$ cat src/rtl/prio_arb_pkg.sv
// Shared types and constants for the registered N-way priority arbiter.
package prio_arb_pkg;

   typedef enum logic {IDLE, GRANT} arb_state_t;

   localparam logic MODE_FIXED = 1'b0;
   localparam logic MODE_RR    = 1'b1;

endpackage

$ cat src/rtl/prio_pick.sv
// Combinational highest-set-bit finder: returns the index of the highest
// asserted request and whether any request is asserted at all.
module prio_pick #(
   parameter int N = 8,
   parameter int W = $clog2(N)
) (
   input  logic [N-1:0] req,
   output logic [W-1:0] idx,
   output logic         found
);

   // NOTE: every always_comb output gets a default before any conditional
   // assignment, otherwise an unassigned path infers a latch.
   always_comb begin
      idx   = '0;
      found = 1'b0;
      for (int i = 0; i < N; i++) begin
         if (req[i]) begin
            idx   = W'(i);
            found = 1'b1;
         end
      end
   end

endmodule

$ cat src/rtl/prio_arbiter.sv
// Registered N-way arbiter, fixed-priority or round-robin, whose grant is
// held under a valid/ack handshake.
module prio_arbiter #(
   parameter int N = 8,
   parameter int W = $clog2(N)
) (
   input  logic         clk,
   input  logic         rst_n,
   input  logic [N-1:0] req,
   input  logic         mode,
   input  logic         ack,
   output logic         grant_valid,
   output logic [W-1:0] grant_idx,
   output logic [N-1:0] grant_onehot
);

   import prio_arb_pkg::*;

   localparam logic [N-1:0] ONE_HOT_0 = N'(1);
   localparam logic [W:0]   N_WIDE    = (W+1)'(N);

   arb_state_t     state;
   logic [W-1:0]   last;
   logic [W-1:0]   rot;
   logic [2*N-1:0] doubled;
   logic [N-1:0]   rotated;
   logic [W-1:0]   pick_idx;
   logic           pick_found;
   logic [W:0]     sum;
   logic [W-1:0]   winner;
   logic           acked;

   assign acked = (state == GRANT) && ack;

   // On a back-to-back ack in RR the search must already see the pointer
   // moved to the channel being acked, so it bypasses the register.
   always_comb begin
      rot = '0;
      if (mode == MODE_RR) rot = acked ? grant_idx : last;
   end

   // Rotating right by the pointer puts channel (last-1) mod N at the top,
   // so the highest-set-bit finder walks downward with wrap-around.
   assign doubled = {req, req} >> rot;
   assign rotated = doubled[N-1:0];

   prio_pick #(.N(N), .W(W)) u_pick (
      .req   (rotated),
      .idx   (pick_idx),
      .found (pick_found)
   );

   always_comb begin
      sum = {1'b0, pick_idx} + {1'b0, rot};
      if (sum >= N_WIDE) sum = sum - N_WIDE;
      winner = sum[W-1:0];
   end

   // NOTE: state registers use non-blocking assignments so every flop
   // samples the pre-edge values regardless of statement order.
   always_ff @(posedge clk or negedge rst_n) begin
      if (!rst_n) begin
         state        <= IDLE;
         last         <= '0;
         grant_valid  <= 1'b0;
         grant_idx    <= '0;
         grant_onehot <= '0;
      end else begin
         case (state)
            IDLE: begin
               if (pick_found) begin
                  state        <= GRANT;
                  grant_valid  <= 1'b1;
                  grant_idx    <= winner;
                  grant_onehot <= ONE_HOT_0 << winner;
               end
            end
            GRANT: begin
               if (ack) begin
                  if (mode == MODE_RR) last <= grant_idx;
                  if (pick_found) begin
                     grant_idx    <= winner;
                     grant_onehot <= ONE_HOT_0 << winner;
                  end else begin
                     state        <= IDLE;
                     grant_valid  <= 1'b0;
                     grant_idx    <= '0;
                     grant_onehot <= '0;
                  end
               end
            end
            default: state <= IDLE;
         endcase
      end
   end

endmodule

$ cat config.mk
export PLATFORM = sky130hd
export DESIGN_NAME = prio_arbiter
export DESIGN_NICKNAME = d
export VERILOG_FILES = /design/src/rtl/prio_arb_pkg.sv /design/src/rtl/prio_pick.sv /design/src/rtl/prio_arbiter.sv
export SDC_FILE = /design/constraint.sdc
export NUM_CORES = 1
export LEC_CHECK = 0
export ABC_AREA = 1
export CAP_MARGIN = 0
export CORE_MARGIN = 5
export CORE_UTILIZATION = 55
export DETAILED_ROUTE_END_ITERATION = 8
export PLACE_DENSITY = 0.89
export SYNTH_ARGS = -nofsm -noshare
export SYNTH_HDL_FRONTEND = slang
export SYNTH_SLANG_ARGS = --single-unit
$ cat constraint.sdc
create_clock -name clk -period 5.9 [get_ports clk]
set_clock_uncertainty 0.15 [all_clocks]
set_input_delay 0.59 -clock clk [delete_from_list [all_inputs] [get_ports clk]]
set_output_delay 0.59 -clock clk [all_outputs]
set_load 0.02 [all_outputs]
After elaboration in Yosys (flattened, before gate mapping)
Index checks and enable logic that the tools add are counted.
W data, S select, Z words.

operators by class
  add/sub/neg operators = 2
  $lt $le $gt $ge = 1
  eq/ne operators = 3
  shifts and indexed selects = 2
  muxes and demuxes = 33
  bitwise logic cells = 1
  reduce and logical (&&, ||, !) cells = 4

operators by type and width
  cell                   number
  $mux W3                10
  $mux W8                3
  $pmux W8 S2            1
  $shr A16 B3 Y8         1
  $mux W1                14
  $shl A1 B3 Y8 const A  1
  $ne A2 B2 Y1 const B   3
  $pmux W3 S2            1
  $reduce_and A3 Y1      2
  $add A3 B3 Y4          1
  $ge A4 B4 Y1 const B   1
  $mux W2                2
  $pmux W1 S2            2
  $sub A3 B1 Y3 const B  1
  $reduce_and A2 Y1      1
  $logic_and A1 B1 Y1    1
  $not A1 Y1             1

word-level totals
  flip-flop bits (word level) = 16
  input port bits = 12
  output and inout port bits = 12
  logic and storage cells = 51

Depth between registers and ports, before layout
  depth after elaboration = 18
  depth in mapped cells = 24
  depth with buffers taken out = 24

Modules after synthesis
From an unflattened synthesis, not the netlist that was laid out.

second synthesis, totals
  cell total of the unflattened synthesis = 178
  area, all modules = 1202.4 um2

modules (own cells, without submodules)
  module        times used  cells an instance  area an instance (um2)  sequential area each (um2)
  prio_arbiter  1           158                1124.8                  400.4
  prio_pick     1           20                 77.6                    0.0

Least setup slack after synthesis
Ideal clock, no wire load.

  path kind = input port to flip-flop
  start = input port ack
  end = register grant_onehot[4]
  setup time = 66 ps
  arrival time = 2779 ps
  data required time = 5684 ps
  path slack = 2905 ps
  cell stages on the path = 24
  path buffers = 1
  cells stage by stage = nand2_2 buf_4 nand2_1 nand2_1 nand2_2 nand3_1 nand3_1 nand2_1 nand3_1 nand2_1 nand2_1 nand2_1 nand2_1 nand2_1 ha_1 inv_1 fa_1 xnor2_1 inv_1 nand2_1 nand2_1 nor2_1 nand2_1 nand2_1

on the way
  cells in the longest elaborated chain, start to end = 18
  elaborated cells on any way between the ends = 31
  classes of those cells = 2 x add/sub; 1 x order compare; 2 x eq/ne; 2 x shift; 22 x mux; 2 x reduce/logical

ends and longest elaborated chain
  element                                        line                                    text
  start, declared                                prio_arbiter.sv:11                      input logic ack,
  $logic_and A1 B1 Y1                            prio_arbiter.sv:33                      assign acked = (state == GRANT) && ack;
  $mux W3 (2 in series)                          prio_arbiter.sv:39                      if (mode == MODE_RR) rot = acked ? grant_idx : last;
  $shr A16 B3 Y8                                 prio_arbiter.sv:44                      assign doubled = {req, req} >> rot;
  $mux W1                                        prio_pick.sv:18                         if (req[i]) begin
  $mux W2 (2 in series)                          prio_pick.sv:18
  $mux W3 (4 in series)                          prio_pick.sv:18
  $add A3 B3 Y4                                  prio_arbiter.sv:54                      sum = {1'b0, pick_idx} + {1'b0, rot};
  $ge A4 B4 Y1 or $sub A3 B1 Y3 (tied branches)  prio_arbiter.sv:55                      if (sum >= N_WIDE) sum = sum - N_WIDE;
  $mux W3                                        prio_arbiter.sv:55
  $shl A1 B3 Y8                                  prio_arbiter.sv:75, prio_arbiter.sv:83
  $mux W8                                        prio_arbiter.sv:81                      if (pick_found) begin
  $mux W8                                        prio_arbiter.sv:79                      if (ack) begin
  $pmux W8 S2                                    prio_arbiter.sv:69                      case (state)
  end signal, assigned                           prio_arbiter.sv:75                      grant_onehot <= ONE_HOT_0 << winner;
  end signal, assigned                           prio_arbiter.sv:83                      grant_onehot <= ONE_HOT_0 << winner;
  end, declared                                  prio_arbiter.sv:14                      output logic [N-1:0] grant_onehot

Several ways; a longest one is shown, not always the timed one. The select of a mux whose other input is x is not followed.
A chain may end at the register's enable or synchronous reset.

Final worst setup path
  start = input port mode
  end = register grant_onehot[4]

on the way
  cells in the longest elaborated chain, start to end = 16
  elaborated cells on any way between the ends = 28
  classes of those cells = 2 x add/sub; 1 x order compare; 1 x eq/ne; 2 x shift; 21 x mux; 1 x reduce/logical

ends and longest elaborated chain
  element                                        line                                    text
  start, declared                                prio_arbiter.sv:10                      input logic mode,
  $mux W3 (*)                                    prio_arbiter.sv:39
  $shr A16 B3 Y8                                 prio_arbiter.sv:44
  $mux W1                                        prio_pick.sv:18
  $mux W2 (2 in series)                          prio_pick.sv:18
  $mux W3 (4 in series)                          prio_pick.sv:18
  $add A3 B3 Y4                                  prio_arbiter.sv:54
  $ge A4 B4 Y1 or $sub A3 B1 Y3 (tied branches)  prio_arbiter.sv:55
  $mux W3                                        prio_arbiter.sv:55
  $shl A1 B3 Y8                                  prio_arbiter.sv:75, prio_arbiter.sv:83
  $mux W8                                        prio_arbiter.sv:81
  $mux W8                                        prio_arbiter.sv:79
  $pmux W8 S2                                    prio_arbiter.sv:69

Mark *: on every way between the ends. The rest lies on a longest branch, timed or not. The select of a mux whose other input is x is not followed.

==> impl_metrics.csv <==
group,metric,value,unit
run_status,status,"finished clean",
synth,ys_ff_latch,16,
sta,min_period,3.848,ns
die,io-pin-count,24,
synth,synthTopCellsByArea,"dfrtp_1 (33%), nand3_1 (24%), nand2_1 (14%)",
worst_hold_path,hp-class,"flop to flop",
synth,synthTopCellsByCount,"nand3_1 (57), nand2_1 (44), inv_1 (17), dfrtp_1 (16), nor2_1 (9)",
placed_design,post_dp_cell_area,0.001443,sq mm
placed_design,post-place-cells,227,
layout,utilization,68.84,%
route,dr.pass1.iters,4,
synth,synth_top_area_share,33.16,%
run,cap_violations,0,
clock_tree,htreeDepth,1,
synth,synth-edff-count,0,
synth,avgSynthCellArea,6.708,sq um
worst_setup_path,worstPathRequired,5.98,ns
synth,synth_async_sr_flop_share,100.0,%
worst_setup_path,path_max_fanout,15,
synth,synth.distinct_cells,21,
clock_tree,post_cts_resize_count,0,
grt,antenna_found_initial,0,
placed_design,port-buffer-count,23,
clock_tree,clk_pin_slew_worst_paths,0.09,ns
clock_tree,tritoncts,"built",
synth,synth_top_cell_by_area,"dfrtp_1",
grt,grtUsageTotal,19.64,%
sta,slew_viol_final,0,
clock_tree,clockBufferDepth,2,
grt,gr-total-overflow,0,
grt,grt_pass1_wl,5154,um
clock_tree,holdBufCountCts,0,
layout,diodes,0,
worst_setup_path,end_kind,"flop",
synth,yosys_warnings,0,
die,coreArea,0.002148,sq mm
clock_tree,cts_made_buffers,3,
synth,synth-main-ff-cell,"dfrtp_1",
layout,stdcell_count,231,
route,met2_length,1425,um
route,drtIter0Drc,35,
route,drcViolationCount,0,
grt,grt_max_degree,23,
layout,drive_above_1_share,8.867,%
clock_tree,cts_sinks,16,
placed_design,routabilityCongestion,0.9010,
route,m1WireLength,1359,um
sta,rsz0062_at_grt,"false",
layout,nets,218,
clock_tree,clock_latency,0.29,ns
die,die_w,56.86,um
layout,fill_cells,193,
layout,regArea,400.4,sq um
layout,synthToLayoutAreaGrowth,22.49,%
sta,worstMarginPinSlew,0.7024,ns
layout,multi_input_area,705.7,sq um
route,ant_nets,0,
die,initial_core_util,56.20,%
sta,slew_headroom,53.03,%
worst_setup_path,critPathLaunchType,"primary input",
die,fp-row-count,17,
route,wl_met3,155,um
route,wire_per_inst,12.87,um
worst_setup_path,r2r_setup_slack,2.48,ns
die,die_h,56.86,um
route,drt-total-wl,2973,um
sta,fmax,259.9,MHz
synth,netlist_area,0.001207,sq mm
synth,syn_nets,194,
synth,synth.most_common_cell,"nand3_1",
power_and_ir_drop,powerDensity,443.8,mW/mm^2
sta,hold_violations,0,
worst_setup_path,critical_path_arrival,3.93,ns
synth,yosysSeqAreaShare,33.16,%
die,die-area,0.003232,sq mm
sta,tns,0,ns
placed_design,hpwl,2251,um
grt,grt_pass1_vias,1257,
power_and_ir_drop,p_leak,0.0007547,uW
power_and_ir_drop,fin_total_pwr,656.4,uW
clock_tree,postCtsSetupRepairBufs,0,
worst_setup_path,path_class,"primary input to flop",
sta,setup_violations,0,
route,dr_total_vias,1259,
synth,synthCells,180,
clock_tree,clockRootBuffer,"clkbuf_4",
sta,finalCritPeriodShare,65.22,%
route,viasPerCell,5.450,
power_and_ir_drop,ir_drop,0.0003442,V
route,routed.top_layer,"met4",
layout,final_area,0.001479,sq mm
## through the flow
step / hold WS [ns] / setup slack, ns
finish: 0.3689 / 2.052
global route: 0.4197 / 1.692
CTS: 0.3775 / 2.057
detailed placement: 0.3458 / 1.758
global placement: 0.3403 / 1.919
floorplan: 0.1444 / 2.905
## sequential cells by signal (all words and copies together) (netlist names)
signal        count
grant_idx         3
grant_valid       1
state             1
last              3
grant_onehot      8
## report_power, final
group	internal, uW	leakage (uW)	switching (uW)
logic	156	0.000536	243
clock network	37.6	0.0000210	34.8
registers	153	0.000198	32.2
total	346	0.000755	310
## layout make-up
| class | count | area share [%] |
|---|---|---|
| inverter | 19 | 4.822 |
| sequential | 16 | 27.07 |
| timing repair buffer | 23 | 15.57 |
| multi-input combinational | 141 | 47.72 |
| tap | 28 | 2.369 |
| clock buffer | 4 | 2.453 |
## path summary, 6_finish.rpt
kind | end | start | cells past startpoint
max | grant_onehot[4] | mode | 23
min | grant_onehot[6] | grant_onehot[6] | 2
max reg2reg | grant_onehot[4] | state | 23
min reg2reg | grant_onehot[6] | grant_onehot[6] | 2
max in group asynchronous | grant_idx[0] | rst_n | 1
min in group asynchronous | grant_onehot[5] | rst_n | 1
## worst max-delay path, cell delays in order
cell	delay [ns]
clkdlybuf4s50_1	0.83
inv_2	0.10
nor2_1	0.16
nand2_1	0.10
nand2_2	0.15
nand3_1	0.14
nand3_1	0.13
nand3_1	0.08
nand2_1	0.06
nand2_1	0.05
nand2_1	0.05
nand2_1	0.06
nand2_1	0.06
ha_1	0.13
inv_1	0.04
fa_1	0.37
xnor2_1	0.22
inv_1	0.06
nand2_1	0.06
nand2_1	0.15
nor2_1	0.20
nand2_1	0.08
nand2_1	0.06
## per-layer routing
layer / track usage, % / vias up
met2: 35.81 / 34
met5: 0 / -
met3: 5.747 / 5
met1: 22.14 / 576
li1: - / 644
met4: 4.967 / 0
## cell families (layout without fill, tap and decap cells)
family | Yosys count | after routing | share of synthesized area [%]
and+or+nand+nor | 126 | 126 | 49.95
buffers and inverters | 23 | 46 | 8.393
DFF | 16 | 16 | 33.16
AOI/OAI and AO/OA | 12 | 12 | 5.078
adders and majority gates | 2 | 2 | 2.694
xor gates and xnor gates | 1 | 1 | 0.7255
## layout by cell type (no fill, tap or decap)
cell / Yosys / final
clkdlybuf4s50_1: 0 / 23
o21ai_1: 6 / 6
a21oi_1: 1 / 1
o21ai_0: 4 / 4
dfrtp_1: 16 / 16
nand3_1: 57 / 57
a31oi_1: 1 / 1
clkbuf_8: 0 / 1
fa_1: 1 / 1
inv_2: 2 / 2
nor2_4: 1 / 1
nand2_1: 44 / 44
ha_1: 1 / 1
nand3_2: 1 / 1
inv_1: 17 / 17
xnor2_1: 1 / 1
clkbuf_4: 0 / 3
nand4_1: 4 / 4
nand2_4: 2 / 2
nand2_2: 8 / 8
nor2_1: 9 / 9
Note: power is estimated with default switching activity, not from simulation.
